File: src/rtl/io_ccff_loader_if.sv
// Pin bundle of io_ccff_loader: SoC-side configuration port plus the IO-chain ccff/isolation pins.
// master = whoever drives the loader's inputs (SoC and chain tail), slave = the loader itself.
interface io_ccff_loader_if #(
  parameter int WORD_W = 8
);
  logic              start;
  logic              cfg_valid;
  logic              cfg_ready;
  logic [WORD_W-1:0] cfg_data;
  logic              cfg_last;
  logic              ccff_head;
  logic              ccff_tail;
  logic              ccff_shift_en;
  logic              isol_n;
  logic              busy;
  logic              done;
  logic              err;

  modport master (
    output start, cfg_valid, cfg_data, cfg_last, ccff_tail,
    input  cfg_ready, ccff_head, ccff_shift_en, isol_n, busy, done, err
  );

  modport slave (
    input  start, cfg_valid, cfg_data, cfg_last, ccff_tail,
    output cfg_ready, ccff_head, ccff_shift_en, isol_n, busy, done, err
  );
endinterface

File: src/rtl/io_ccff_loader.sv
// Isolates the IO tile chain, serializes configuration words LSB first onto ccff_head, then releases isolation.
// Define CCFF_VERIFY_EN to add a parity-checked recirculation pass (VERIFY) before release.
module io_ccff_loader #(
  parameter int CHAIN_LEN  = 12,
  parameter int WORD_W     = 8,
  parameter int ISO_CYCLES = 4
) (
  input  logic            prog_clk,
  input  logic            prog_reset,
  io_ccff_loader_if.slave bus
);
  localparam int NWORDS    = (CHAIN_LEN + WORD_W - 1) / WORD_W;
  localparam int LAST_BITS = CHAIN_LEN - WORD_W * (NWORDS - 1);
  localparam int CNT_W     = $clog2(CHAIN_LEN + 1);
  localparam int BIT_W     = $clog2(WORD_W + 1);
  localparam int IDX_W     = $clog2(NWORDS + 1);
  localparam int ISO_W     = $clog2(ISO_CYCLES + 1);

  localparam logic [CNT_W-1:0] LAST_CNT  = CNT_W'(CHAIN_LEN - 1);
  localparam logic [IDX_W-1:0] LAST_IDX  = IDX_W'(NWORDS - 1);
  localparam logic [ISO_W-1:0] ISO_LAST  = ISO_W'(ISO_CYCLES - 1);
  localparam logic [BIT_W-1:0] FULL_LEFT = BIT_W'(WORD_W - 1);
  localparam logic [BIT_W-1:0] LAST_LEFT = BIT_W'(LAST_BITS - 1);

  localparam logic [2:0] S_IDLE    = 3'd0;
  localparam logic [2:0] S_ISOLATE = 3'd1;
  localparam logic [2:0] S_LOAD    = 3'd2;
  localparam logic [2:0] S_RELEASE = 3'd4;
  localparam logic [2:0] S_ERR     = 3'd5;
`ifdef CCFF_VERIFY_EN
  localparam logic [2:0] S_VERIFY  = 3'd3;
`endif

  logic [2:0]        state_q, state_d;
  logic [ISO_W-1:0]  iso_cnt_q, iso_cnt_d;
  logic [CNT_W-1:0]  bit_cnt_q, bit_cnt_d;
  logic [IDX_W-1:0]  word_idx_q, word_idx_d;
  logic [BIT_W-1:0]  bits_left_q, bits_left_d;
  logic [WORD_W-1:0] word_q, word_d;
  logic              cfg_ready_q, cfg_ready_d;
  logic              ccff_head_q, ccff_head_d;
  logic              shift_en_q, shift_en_d;
  logic              isol_n_q, isol_n_d;
  logic              busy_q, busy_d;
  logic              done_q, done_d;
  logic              err_q, err_d;
`ifdef CCFF_VERIFY_EN
  logic              par_q, par_d;
  logic              tpar_q, tpar_d;
`endif

  always_comb begin
    // NOTE: every _d defaults to its _q first, so no branch of this block can infer a latch.
    state_d     = state_q;
    iso_cnt_d   = iso_cnt_q;
    bit_cnt_d   = bit_cnt_q;
    word_idx_d  = word_idx_q;
    bits_left_d = bits_left_q;
    word_d      = word_q;
    cfg_ready_d = cfg_ready_q;
    ccff_head_d = ccff_head_q;
    shift_en_d  = shift_en_q;
    isol_n_d    = isol_n_q;
    done_d      = 1'b0;
    err_d       = err_q;
`ifdef CCFF_VERIFY_EN
    par_d       = par_q;
    tpar_d      = tpar_q;
`endif

    case (state_q)
      S_IDLE, S_ERR: begin
        if (bus.start) begin
          state_d    = S_ISOLATE;
          err_d      = 1'b0;
          isol_n_d   = 1'b0;
          iso_cnt_d  = '0;
          bit_cnt_d  = '0;
          word_idx_d = '0;
`ifdef CCFF_VERIFY_EN
          par_d      = 1'b0;
`endif
        end
      end

      S_ISOLATE: begin
        if (iso_cnt_q == ISO_LAST) begin
          state_d     = S_LOAD;
          cfg_ready_d = 1'b1;
        end else begin
          iso_cnt_d = iso_cnt_q + 1'b1;
        end
      end

      S_LOAD: begin
        if (shift_en_q) begin
          // The bit on ccff_head enters the chain at this edge.
          bit_cnt_d = bit_cnt_q + 1'b1;
`ifdef CCFF_VERIFY_EN
          par_d     = par_q ^ ccff_head_q;
`endif
          if (bits_left_q != '0) begin
            ccff_head_d = word_q[0];
            word_d      = word_q >> 1;
            bits_left_d = bits_left_q - 1'b1;
          end else begin
            shift_en_d = 1'b0;
            if (bit_cnt_q == LAST_CNT) begin
              bit_cnt_d = '0;
`ifdef CCFF_VERIFY_EN
              state_d    = S_VERIFY;
              shift_en_d = 1'b1;
              tpar_d     = 1'b0;
`else
              state_d    = S_RELEASE;
              iso_cnt_d  = '0;
`endif
            end else begin
              cfg_ready_d = 1'b1;
            end
          end
        end else if (cfg_ready_q && bus.cfg_valid) begin
          cfg_ready_d = 1'b0;
          if (bus.cfg_last != (word_idx_q == LAST_IDX)) begin
            state_d = S_ERR;
            err_d   = 1'b1;
          end else begin
            word_idx_d  = word_idx_q + 1'b1;
            ccff_head_d = bus.cfg_data[0];
            word_d      = bus.cfg_data >> 1;
            bits_left_d = bus.cfg_last ? LAST_LEFT : FULL_LEFT;
            shift_en_d  = 1'b1;
          end
        end
      end

`ifdef CCFF_VERIFY_EN
      S_VERIFY: begin
        tpar_d    = tpar_q ^ bus.ccff_tail;
        bit_cnt_d = bit_cnt_q + 1'b1;
        if (bit_cnt_q == LAST_CNT) begin
          shift_en_d = 1'b0;
          bit_cnt_d  = '0;
          if ((tpar_q ^ bus.ccff_tail) != par_q) begin
            state_d = S_ERR;
            err_d   = 1'b1;
          end else begin
            state_d   = S_RELEASE;
            iso_cnt_d = '0;
          end
        end
      end
`endif

      S_RELEASE: begin
        if (iso_cnt_q == ISO_LAST) begin
          state_d  = S_IDLE;
          isol_n_d = 1'b1;
          done_d   = 1'b1;
        end else begin
          iso_cnt_d = iso_cnt_q + 1'b1;
        end
      end

      default: state_d = S_IDLE;
    endcase

    busy_d = !((state_d == S_IDLE) || (state_d == S_ERR));
  end

  // NOTE: sequential state uses non-blocking assignments so every flop samples pre-edge values.
  always_ff @(posedge prog_clk or posedge prog_reset) begin
    if (prog_reset) begin
      state_q     <= S_IDLE;
      iso_cnt_q   <= '0;
      bit_cnt_q   <= '0;
      word_idx_q  <= '0;
      bits_left_q <= '0;
      word_q      <= '0;
      cfg_ready_q <= 1'b0;
      ccff_head_q <= 1'b0;
      shift_en_q  <= 1'b0;
      isol_n_q    <= 1'b0;
      busy_q      <= 1'b0;
      done_q      <= 1'b0;
      err_q       <= 1'b0;
`ifdef CCFF_VERIFY_EN
      par_q       <= 1'b0;
      tpar_q      <= 1'b0;
`endif
    end else begin
      state_q     <= state_d;
      iso_cnt_q   <= iso_cnt_d;
      bit_cnt_q   <= bit_cnt_d;
      word_idx_q  <= word_idx_d;
      bits_left_q <= bits_left_d;
      word_q      <= word_d;
      cfg_ready_q <= cfg_ready_d;
      ccff_head_q <= ccff_head_d;
      shift_en_q  <= shift_en_d;
      isol_n_q    <= isol_n_d;
      busy_q      <= busy_d;
      done_q      <= done_d;
      err_q       <= err_d;
`ifdef CCFF_VERIFY_EN
      par_q       <= par_d;
      tpar_q      <= tpar_d;
`endif
    end
  end

`ifdef CCFF_VERIFY_EN
  // Recirculation must close the loop with no extra stage, so head follows tail directly while verifying.
  assign bus.ccff_head = (state_q == S_VERIFY) ? bus.ccff_tail : ccff_head_q;
`else
  assign bus.ccff_head = ccff_head_q;
  logic unused_tail;
  assign unused_tail = bus.ccff_tail;
`endif

  assign bus.cfg_ready     = cfg_ready_q;
  assign bus.ccff_shift_en = shift_en_q;
  assign bus.isol_n        = isol_n_q;
  assign bus.busy          = busy_q;
  assign bus.done          = done_q;
  assign bus.err           = err_q;
endmodule

File: src/flat_wrapper.sv
// flat-port wrapper written by rule: the top's interface ports become plain ports
module io_ccff_loader_flat 
#(
  parameter int CHAIN_LEN  = 12,
  parameter int WORD_W     = 8,
  parameter int ISO_CYCLES = 4
)
  (prog_clk, prog_reset, bus_start, bus_cfg_valid, bus_cfg_data, bus_cfg_last, bus_ccff_tail, bus_cfg_ready, bus_ccff_head, bus_ccff_shift_en, bus_isol_n, bus_busy, bus_done, bus_err);
  io_ccff_loader_if #(.WORD_W(WORD_W)) bus_i ();
  input  logic prog_clk;
  input  logic prog_reset;
  input wire logic [$bits(bus_i.start)-1:0] bus_start;
  input wire logic [$bits(bus_i.cfg_valid)-1:0] bus_cfg_valid;
  input wire logic [$bits(bus_i.cfg_data)-1:0] bus_cfg_data;
  input wire logic [$bits(bus_i.cfg_last)-1:0] bus_cfg_last;
  input wire logic [$bits(bus_i.ccff_tail)-1:0] bus_ccff_tail;
  output wire logic [$bits(bus_i.cfg_ready)-1:0] bus_cfg_ready;
  output wire logic [$bits(bus_i.ccff_head)-1:0] bus_ccff_head;
  output wire logic [$bits(bus_i.ccff_shift_en)-1:0] bus_ccff_shift_en;
  output wire logic [$bits(bus_i.isol_n)-1:0] bus_isol_n;
  output wire logic [$bits(bus_i.busy)-1:0] bus_busy;
  output wire logic [$bits(bus_i.done)-1:0] bus_done;
  output wire logic [$bits(bus_i.err)-1:0] bus_err;
  assign bus_i.start = bus_start;
  assign bus_i.cfg_valid = bus_cfg_valid;
  assign bus_i.cfg_data = bus_cfg_data;
  assign bus_i.cfg_last = bus_cfg_last;
  assign bus_i.ccff_tail = bus_ccff_tail;
  assign bus_cfg_ready = bus_i.cfg_ready;
  assign bus_ccff_head = bus_i.ccff_head;
  assign bus_ccff_shift_en = bus_i.ccff_shift_en;
  assign bus_isol_n = bus_i.isol_n;
  assign bus_busy = bus_i.busy;
  assign bus_done = bus_i.done;
  assign bus_err = bus_i.err;
  io_ccff_loader #(.CHAIN_LEN(CHAIN_LEN), .WORD_W(WORD_W), .ISO_CYCLES(ISO_CYCLES)) u_core (.prog_clk(prog_clk), .prog_reset(prog_reset), .bus(bus_i));
endmodule
File: config.mk
export PLATFORM = sky130hd
export DESIGN_NAME = io_ccff_loader_flat
export DESIGN_NICKNAME = d
export VERILOG_FILES = /design/src/rtl/io_ccff_loader_if.sv /design/src/rtl/io_ccff_loader.sv /design/src/flat_wrapper.sv
export SDC_FILE = /design/constraint.sdc
export NUM_CORES = 1
export LEC_CHECK = 0
export BUFFER_PORTS_ARGS = -buffer_cell sky130_fd_sc_hd__buf_2
export CELL_PAD_IN_SITES_DETAIL_PLACEMENT = 1
export CELL_PAD_IN_SITES_GLOBAL_PLACEMENT = 1
export CORE_AREA = 5 5 56 95
export DETAILED_ROUTE_END_ITERATION = 8
export DIE_AREA = 0 0 61 100
export PLACE_DENSITY = 0.75
export SYNTH_ARGS = -nofsm -noshare
export SYNTH_HDL_FRONTEND = slang
export SYNTH_SLANG_ARGS = --single-unit
export TNS_END_PERCENT = 1
File: constraint.sdc
create_clock -name prog_clk -period 1.8 [get_ports prog_clk]
set_input_delay 0.27 -clock prog_clk [delete_from_list [all_inputs] [get_ports prog_clk]]
set_output_delay 0.27 -clock prog_clk [all_outputs]
set_load 0.02 [all_outputs]
==> flow_summary.yaml, run 1 <==
final_layout:
  fill_cells: 528
  diodes: 0
  syn_to_final_growth_pct: 19.4
  final_cell_area_um2: 2050
  multi_input_area_um2: 892
  seqCellArea_um2: 751
  drive_gt1_share_pct: 35.0
  final_common_cell: "dfrtp_1"
  nets: 218
  mostFrequentLayoutCells: "30 x dfrtp_1, 19 x buf_2, 16 x mux2_2"
placed_design:
  pre_cts_ws_ns: -0.0589
  place_area_um2: 1920
  gp_congestion: 0.836
  portBuffers: 19
  place_hpwl_um: 3360
timing:
  finalCritPeriodShare_pct: 98.9
  setup_viol: 0
  clock_skew_ns: 0.0104
  holdWs_ns: 0.0541
  rsz0062_at_grt: "true"
  final_hold_viol_count: 0
  timing.final.ws_setup_ns: 0.0189
  worst_pin_slew_ns: 0.506
  slew_violations: 0
  slew_headroom_pct: 65.8
  fin_setup_tns_ns: 0
  clock.fmax_mhz: 561
  period_needed_ns: 1.78
floorplanning:
  row_count: 32
  die_y_um: 100
  start_util_pct: 39.0
  die_w_um: 61
  die_area_um2: 6100
  core-area_um2: 4400
  pin_count: 21
global_route:
  grt_use_total_pct: 16.8
  grt_pass1_vias: 1586
  grt_max_degree: 31
  grt-ovfl-total: 0
  antenna_found_initial: 0
  grt_pass1_wl_um: 7590
logic_synthesis:
  syn_inst: 167
  synth_nets: 186
  synthTopCellsByArea: "dfrtp_1 44%, mux2_2 10%, o21ai_0 3.8%, ha_1 3.6%, nand2_1 3.1%"
  yosys_warnings: 0
  synth_top_area_cell: "dfrtp_1"
  synthFlopType: "dfrtp_1"
  async_flop_share_pct: 100
  synth.distinct_cells: 48
  syn_area_um2: 1720
  syn_avg_cell_area_um2: 10.3
  synth_edf_count: 0
  synth_top_area_share_pct: 43.7
  synth_sequential_area_ratio_pct: 43.7
  ys_ff_latch: 30
route:
  wire_per_inst_um: 17.6
  wirelength_um: 4420
  drc: 0
  ant_nets: 0
  drt-initial-drc-count: 41
  first_pass_iters: 4
  via_count: 1397
  vias_per_cell: 5.57
critical_path:
  cp_num_buf_inv: 1
  required_ns: 1.98
  end_kind: "register"
  crit_path_max_fanout: 8
  max_stage_delay_ns: 0.38
  arrival_ns: 1.96
  cp_cell_sequence: "inv_1 -> ha_1 -> or3b_4 -> nand2_4 -> a21oi_4 -> mux2_2"
  critical_path.top_delay_family: "multiplexers"
  startpoint_type: "register"
  rrSetupSlack_ns: 0.02
  critical_path_class: "reg -> reg"
  slowest_stage: "mux2_2"
clocking:
  clock-sinks: 30
  cts.path.max_buffers: 2
  cts_tree: "yes"
  cts_inserted_buffers: 5
  cts-root-buf: "clkbuf_8"
  htreeDepth: 2
  worstSkewPairLatency_ns: 0.29
  path_clk_slew_ns: 0.07
  post_cts_buffers: 0
  cts_hold_buf: 0
outcome:
  status: "completed"
worst_hold_path:
  worst_hold_path_type: "in -> async"
power:
  power_switching_mw: 1.20
  combPwrFrac_pct: 44.4
  clock_power_share_pct: 22.2
  power_leakage_nw: 0.923
  p_sw_share_pct: 38.9
  ir_drop_uv: 735
  power.density_nw_per_um2: 1510
  power.internal_mw: 1.89
  pwr-share-seq_pct: 33.4
flow_run:
  drv_cap: 0
repair_timing:
item | in CTS | in global routing
resized for setup | 2 | 1
setup endpoints to repair | 10 | 12
hold endpoints to repair | 0 | 0
layer usage:
layer,global-route usage (%),share of wire (%),vias to the layer above
met5,0,0,-
met4,7.01,1.6,0
met3,3.09,2.8,7
met2,30.7,58,21
met1,17.9,37,705
li1,-,-,664
sequential cells by signal, summed over array words and instances, names as in the netlist:
| signal | cells |
|---|---|
| u_core.bus.err | 1 |
| u_core.bits_left_q | 4 |
| u_core.bus.isol_n | 1 |
| u_core.bit_cnt_q | 4 |
| u_core.word_q | 7 |
| u_core.iso_cnt_q | 3 |
| u_core.bus.ccff_head | 1 |
| u_core.state_q | 3 |
| u_core.bus.busy | 1 |
| u_core.bus.done | 1 |
| u_core.word_idx_q | 2 |
| u_core.bus.cfg_ready | 1 |
| u_core.bus.ccff_shift_en | 1 |
path summary, 6_finish.rpt:
check | start | endpoint | cells past startpoint
setup / recovery | u_core.bits_left_q[1]$_DFFE_PP0P_ | u_core.word_q[1]$_DFFE_PP0P_ | 6
hold / removal | prog_reset | u_core.word_q[1]$_DFFE_PP0P_ | 3
setup reg to reg | u_core.bits_left_q[1]$_DFFE_PP0P_ | u_core.word_q[1]$_DFFE_PP0P_ | 6
hold reg to reg | u_core.word_q[4]$_DFFE_PP0P_ | u_core.word_q[4]$_DFFE_PP0P_ | 1
max in group asynchronous | prog_reset | u_core.bit_cnt_q[1]$_DFFE_PP0P_ | 3
min in group prog_clk | bus_cfg_data[7] | u_core.word_q[6]$_DFFE_PP0P_ | 2
metrics by stage:
step	std cells	utilization [%]	total power [mW]
after detailed placement	243	43.7	2.39
final	251	46.6	3.09
after global placement	243	43.7	2.27
after floorplan	167	-	1.98
after CTS	251	46.5	3.12
after global routing	251	46.6	3.34
tightest hold or removal path, cell delays in order:
cell   delay (ns)
buf_2        0.09
inv_1        0.04
buf_4        0.36
area by class of cell:
class	count	share of cell area [%]
Multi-Input combinational cell	120	43.5
Inverter	10	1.83
Sequential cell	30	36.6
Timing Repair Buffer	32	9.40
Clock inverter	3	2.20
Tap cell	51	3.11
Clock buffer	5	3.36
Yosys cell counts, types with 3 or more instances:
cell type,n
o21ai_0,13
a31oi_1,3
nand2b_1,5
ha_1,5
o211ai_1,4
inv_1,10
o2bb2ai_1,3
nand3_1,4
mux2_2,16
nor2_1,7
a21oi_1,7
dfrtp_1,30
nand2_1,14
o22ai_1,3
nor2b_1,3
buf_4,3
logic make-up after synthesis:
kind of cell,synth area share (%)
flops,43.7
simple gates,16.4
mux,11.7
buf+inv,5.10
compound gates,18.5
fa+ha+maj,3.64
xor+xnor,1.02
power by group through the flow:
stage / Clock [mW] / Combinational [mW] / Sequential (mW)
floorplan: 0 / 0.977 / 0.998
global placement: 0 / 1.25 / 1.02
detailed placement: 0 / 1.35 / 1.04
CTS: 0.705 / 1.39 / 1.03
global route: 0.744 / 1.54 / 1.06
finish: 0.688 / 1.37 / 1.03
(Power assumes the default switching activity.)
==> run 2, diff against run 1 <==
- ABC_AREA: not set -> 1
- CORE_AREA: 5 5 56 95 -> 5 5 59 100
- DIE_AREA: 0 0 61 100 -> 0 0 64 105
- GPL_TIMING_DRIVEN: not set -> 0
==> flow_summary.yaml, run 2 <==
placed_design:
  place_inst: 299
  portBuffers: 19
  place_hpwl_um: 3240
  gp_congestion: 0.830
worst_hold_path:
  worst_hold_path_type: "in -> reg"
  min_to: "u_core.word_q[6]$_DFFE_PP0P_"
  hold_depth: 3
  worst_hold_startpoint: "bus_cfg_data[7]"
critical_path:
  reg2reg_to: "u_core.iso_cnt_q[0]$_DFFE_PP0P_"
  arrival_ns: 1.76
  end_kind: "register"
  cp_cell_sequence: "ha_1 -> ha_1 -> nand3_1 -> nand3_1 -> nor2_4 -> nand2_2 -> nand2_1 -> nand2_1"
  timing.rr.start: "u_core.iso_cnt_q[0]$_DFFE_PP0P_"
  slowest_stage: "dfrtp_1"
  cp_num_buf_inv: 0
  max_stage_delay_ns: 0.40
  rr_worst_depth: 8
  rrSetupSlack_ns: 0.22
  path_depth: 8
  critical_path.top_delay_family: "simple AND/OR/NAND/NOR gates"
  required_ns: 1.97
  startpoint_type: "register"
  crit_path_max_fanout: 4
  critical_path_class: "reg -> reg"
timing:
  final_hold_viol_count: 0
  worst_pin_slew_ns: 0.346
  clock_skew_ns: 0.00293
  slew_violations: 0
  clock.fmax_mhz: 632
  period_needed_ns: 1.58
  rsz0062_at_grt: "false"
  holdWs_ns: 0.232
  finalCritPeriodShare_pct: 87.9
  fin_setup_tns_ns: 0
  setup_viol: 0
  slew_headroom_pct: 76.7
floorplanning:
  pin_count: 21
  core-area_um2: 4980
  start_util_pct: 37.5
  die_y_um: 105
  row_count: 34
  die_area_um2: 6720
  die_w_um: 64
route:
  via_count: 1558
  drc: 0
  drt-initial-drc-count: 24
  ant_nets: 0
  vias_per_cell: 5.06
  wirelength_um: 4160
  wire_per_inst_um: 13.5
  first_pass_iters: 4
global_route:
  grt-ovfl-total: 0
  grt_max_degree: 31
  grt_pass1_vias: 1643
  antenna_found_initial: 0
  grt_pass1_wl_um: 7290
  grt_use_total_pct: 13.6
final_layout:
  fill_cells: 627
  syn_to_final_growth_pct: 14.8
  mostFrequentLayoutCells: "64 x nand2_1, 30 x dfrtp_1, 21 x inv_1"
  largest_reg_flops: 7
  diodes: 0
  top_register: "u_core.word_q"
  final_common_cell: "nand2_1"
  fin_cells: 308
  nets: 273
  drive_gt1_share_pct: 24.4
  top_regs: "u_core.word_q x7, u_core.bit_cnt_q x4, u_core.bits_left_q x4"
logic_synthesis:
  synth.distinct_cells: 29
  syn_area_um2: 1860
  synthMostInstantiatedCell: "nand2_1"
  synthTopCellsByArea: "dfrtp_1 40%, nand2_1 13%, nand3_1 5.4%, inv_1 4.4%, mux2i_1 3.8%"
  synthFlopType: "dfrtp_1"
  synth_top_area_cell: "dfrtp_1"
  ys_ff_latch: 30
  syn_avg_cell_area_um2: 8.25
  synth_edf_count: 0
  ys_top_cells_by_count: "64 x nand2_1, 30 x dfrtp_1, 22 x inv_1"
  synth_nets: 245
  syn_inst: 226
  synth_top_area_share_pct: 40.3
  synth_sequential_area_ratio_pct: 40.3
  async_flop_share_pct: 100
  yosys_warnings: 0
power:
  power.density_nw_per_um2: 1400
  ir_drop_uv: 900
  power_leakage_nw: 1.17
clocking:
  cts_inserted_buffers: 5
  path_clk_slew_ns: 0.06
  post_cts_buffers: 0
  clock-sinks: 30
  cts.path.max_buffers: 2
  htreeDepth: 2
  cts_tree: "yes"
  worstSkewPairLatency_ns: 0.28
  cts-root-buf: "clkbuf_8"
outcome:
  status: "completed"
flow_run:
  drv_cap: 0
==> run 2: cell types whose count changed after synthesis, sizes merged, moves of 4 or more <==
cell | before | now
a21oi | 8 | 3
nand3 | 4 | 23
mux2 | 16 | 0
o211ai | 4 | 0
nor2 | 8 | 22
nand2 | 17 | 74
nand2b | 5 | 0
mux2i | 2 | 7
inv | 10 | 28
==> run 2: tightest hold or removal path: stages <==
cell and delay (ns):
buf_2 0.08, nand3_1 0.06, nand2_1 0.07
==> run 2: layer usage <==
metal | vias up | global-route usage (%) | share of wire [%]
li1 | 770 | - | -
met3 | 10 | 3.22 | 3.8
met2 | 23 | 26.1 | 57
met4 | 0 | 5.94 | 2.0
met1 | 755 | 13.0 | 38
met5 | - | 0 | 0
==> run 2: area by class of cell <==
| cell class | instances | area [um^2] | area share [%] |
|---|---|---|---|
| clock buffers | 7 | 76.3 | 3.57 |
| well taps | 54 | 67.6 | 3.16 |
| repair buffers | 21 | 133 | 6.20 |
| inverters | 28 | 115 | 5.38 |
| multi-input cells | 162 | 937 | 43.8 |
| plain buffers | 6 | 61.3 | 2.86 |
| flip-flops and latches | 30 | 751 | 35.1 |
==> run 2: power by group <==
part	total [mW]	switching [mW]	leakage (nW)	internal, mW
Combinational	1.44	0.902	0.739	0.538
Clock	0.505	0.240	0.0383	0.266
Sequential	1.04	0.153	0.392	0.890
==> run 2: per-stage QoR <==
stage                     area (um^2)  total power, mW  setup WS [ns]  utilization [%]
after global routing             2140             3.29         0.0807             43.0
final                            2140             2.99          0.219             43.0
after global placement           2030             2.48          0.204             40.7
after floorplan                  1860             2.18          0.396                -
after detailed placement         2030             2.53          0.211             40.7
after CTS                        2100             3.06          0.197             42.3
==> run 2: logic make-up after synthesis <==
family / count (synthesis) / share of synthesized area (%)
and+or+nand+nor: 124 / 33.7
DFF: 30 / 40.3
AOI/OAI and AO/OA: 23 / 8.05
muxes: 7 / 3.76
adders and majority gates: 5 / 3.36
xor gates and xnor gates: 3 / 1.41
buffers and inverters: 34 / 9.46
==> run 2: worst max-delay path by stage <==
stage                                    startpoint                                to  slack [ns]
floorplan           u_core.iso_cnt_q[0]$_DFFE_PP0P_   u_core.iso_cnt_q[0]$_DFFE_PP0P_        0.40
global placement    u_core.iso_cnt_q[0]$_DFFE_PP0P_   u_core.iso_cnt_q[2]$_DFFE_PP0P_        0.20
detailed placement  u_core.iso_cnt_q[0]$_DFFE_PP0P_   u_core.iso_cnt_q[0]$_DFFE_PP0P_        0.21
CTS                 u_core.iso_cnt_q[0]$_DFFE_PP0P_   u_core.iso_cnt_q[0]$_DFFE_PP0P_        0.20
global route        u_core.bit_cnt_q[0]$_DFFE_PP0P_  u_core.bus.cfg_ready$_DFFE_PP0P_        0.08
finish              u_core.iso_cnt_q[0]$_DFFE_PP0P_   u_core.iso_cnt_q[0]$_DFFE_PP0P_        0.22
==> run 2: what timing repair did <==
action	in CTS	in global routing
hold buffers	0	1
gates resized for setup	0	0
hold endpoints to repair	0	6
==> run 3, diff against run 2 <==
- CAP_MARGIN: not set -> 20
- CELL_PAD_IN_SITES_DETAIL_PLACEMENT: 1 -> not set
- CELL_PAD_IN_SITES_GLOBAL_PLACEMENT: 1 -> not set
- CORE_AREA: 5 5 59 100 -> 5 5 53 89
- DIE_AREA: 0 0 64 105 -> 0 0 58 94
- PLACE_DENSITY: 0.75 -> 0.73
==> flow_summary.yaml, run 3 (synthesis results as in run 2) <==
outcome:
  status: "completed"
route:
  ant_nets: 0
  drc: 0
  wirelength_um: 3830
  first_pass_iters: 4
  via_count: 1501
  drt-initial-drc-count: 47
  wire_per_inst_um: 12.7
  vias_per_cell: 4.97
timing:
  slew_headroom_pct: 58.8
  worst_pin_slew_ns: 0.617
  clock.fmax_mhz: 645
  slew_violations: 0
  finalCritPeriodShare_pct: 86.1
  final_hold_viol_count: 0
  holdWs_ns: 0.0543
  period_needed_ns: 1.55
  fin_setup_tns_ns: 0
  timing.final.ws_setup_ns: 0.251
  rsz0062_at_grt: "false"
  clock_skew_ns: 0.00442
  setup_viol: 0
clocking:
  htreeDepth: 2
  cts_inserted_buffers: 5
  worstSkewPairLatency_ns: 0.28
  cts_hold_buf: 0
  cts_resized: 0
  path_clk_slew_ns: 0.07
  clock-sinks: 30
  cts.path.max_buffers: 2
  cts_tree: "yes"
  cts-root-buf: "clkbuf_8"
  post_cts_buffers: 0
floorplanning:
  die_w_um: 58
  pin_count: 21
  core-area_um2: 3900
  row_count: 30
  die_y_um: 94
  start_util_pct: 47.8
  die_area_um2: 5450
final_layout:
  diodes: 0
  top_register: "u_core.word_q"
  largest_reg_flops: 7
  top_regs: "u_core.word_q x7, u_core.bit_cnt_q x4, u_core.bits_left_q x4"
  drive_gt1_share_pct: 25.2
  fin_util_pct: 54.8
  mostFrequentLayoutCells: "64 x nand2_1, 30 x dfrtp_1, 22 x inv_1"
  final_common_cell: "nand2_1"
  fill_cells: 390
  nets: 272
  syn_to_final_growth_pct: 14.7
critical_path:
  path_depth: 7
  crit_path_max_fanout: 5
  critical_path.top_delay_family: "flip-flops"
  startpoint_type: "register"
  arrival_ns: 1.72
  required_ns: 1.97
  critical_path_class: "reg -> reg"
  end_kind: "register"
  startpoint: "u_core.bit_cnt_q[0]$_DFFE_PP0P_"
  timing.rr.start: "u_core.bit_cnt_q[0]$_DFFE_PP0P_"
  max_stage_delay_ns: 0.42
  rr_worst_depth: 7
  slowest_stage: "dfrtp_1"
  cp_num_buf_inv: 1
  cp_cell_sequence: "ha_1 -> nand3_1 -> inv_1 -> o21ai_0 -> nand3_1 -> nand2_1 -> nand2_1"
power:
  power_leakage_nw: 1.18
  total_power_mw: 3.04
  ir_drop_uv: 731
  power.density_nw_per_um2: 1420
placed_design:
  gp_congestion: 0.848
  portBuffers: 19
  pre_cts_ws_ns: 0.242
  place_hpwl_um: 3070
global_route:
  grt_max_degree: 19
  grt_pass1_vias: 1574
  grt_use_total_pct: 16.5
  grt-ovfl-total: 0
  antenna_found_initial: 0
  grt_pass1_wl_um: 6900
flow_run:
  drv_cap: 0
worst_hold_path:
  worst_hold_path_type: "in -> async"
==> run 3: worst paths after layout <==
kind,end,slack (ns)
min in group prog_clk,u_core.word_q[6]$_DFFE_PP0P_,0.23
hold / removal,u_core.state_q[0]$_DFF_PP0_,0.05
setup reg to reg,u_core.bus.cfg_ready$_DFFE_PP0P_,0.25
setup / recovery,u_core.bus.cfg_ready$_DFFE_PP0P_,0.25
hold reg to reg,u_core.iso_cnt_q[2]$_DFFE_PP0P_,0.47
max in group asynchronous,u_core.bit_cnt_q[3]$_DFFE_PP0P_,1.24
==> run 3: power breakdown <==
group / switching (mW) / total, mW / internal (mW) / leakage (nW)
logic: 0.898 / 1.43 / 0.536 / 0.738
registers: 0.153 / 1.04 / 0.889 / 0.392
clock network: 0.255 / 0.563 / 0.308 / 0.0482
==> run 3: layout make-up <==
type	count	area (um^2)	share of cell area (%)
multi-input combinational	162	937	43.8
sequential	30	751	35.1
timing repair buffer	20	123	5.73
inverter	28	115	5.38
clock buffer	7	86.3	4.04
buffer	6	61.3	2.87
tap	48	60.1	2.81
clock inverter	1	5.00	0.234
==> run 3: per-layer routing <==
metal / vias up / track usage, % / wire (um)
met3: 11 / 3.30 / 135
met4: 0 / 8.51 / 118
met2: 23 / 30.8 / 2140
li1: 770 / - / -
met5: - / 0 / 0
met1: 697 / 16.5 / 1430
==> run 3: through the flow <==
| step | instances | cell area, um^2 |
|---|---|---|
| after floorplan | 226 | 1860 |
| after global placement | 293 | 2020 |
| after detailed placement | 294 | 2050 |
| after CTS | 302 | 2140 |
| after global routing | 302 | 2140 |
| final | 302 | 2140 |
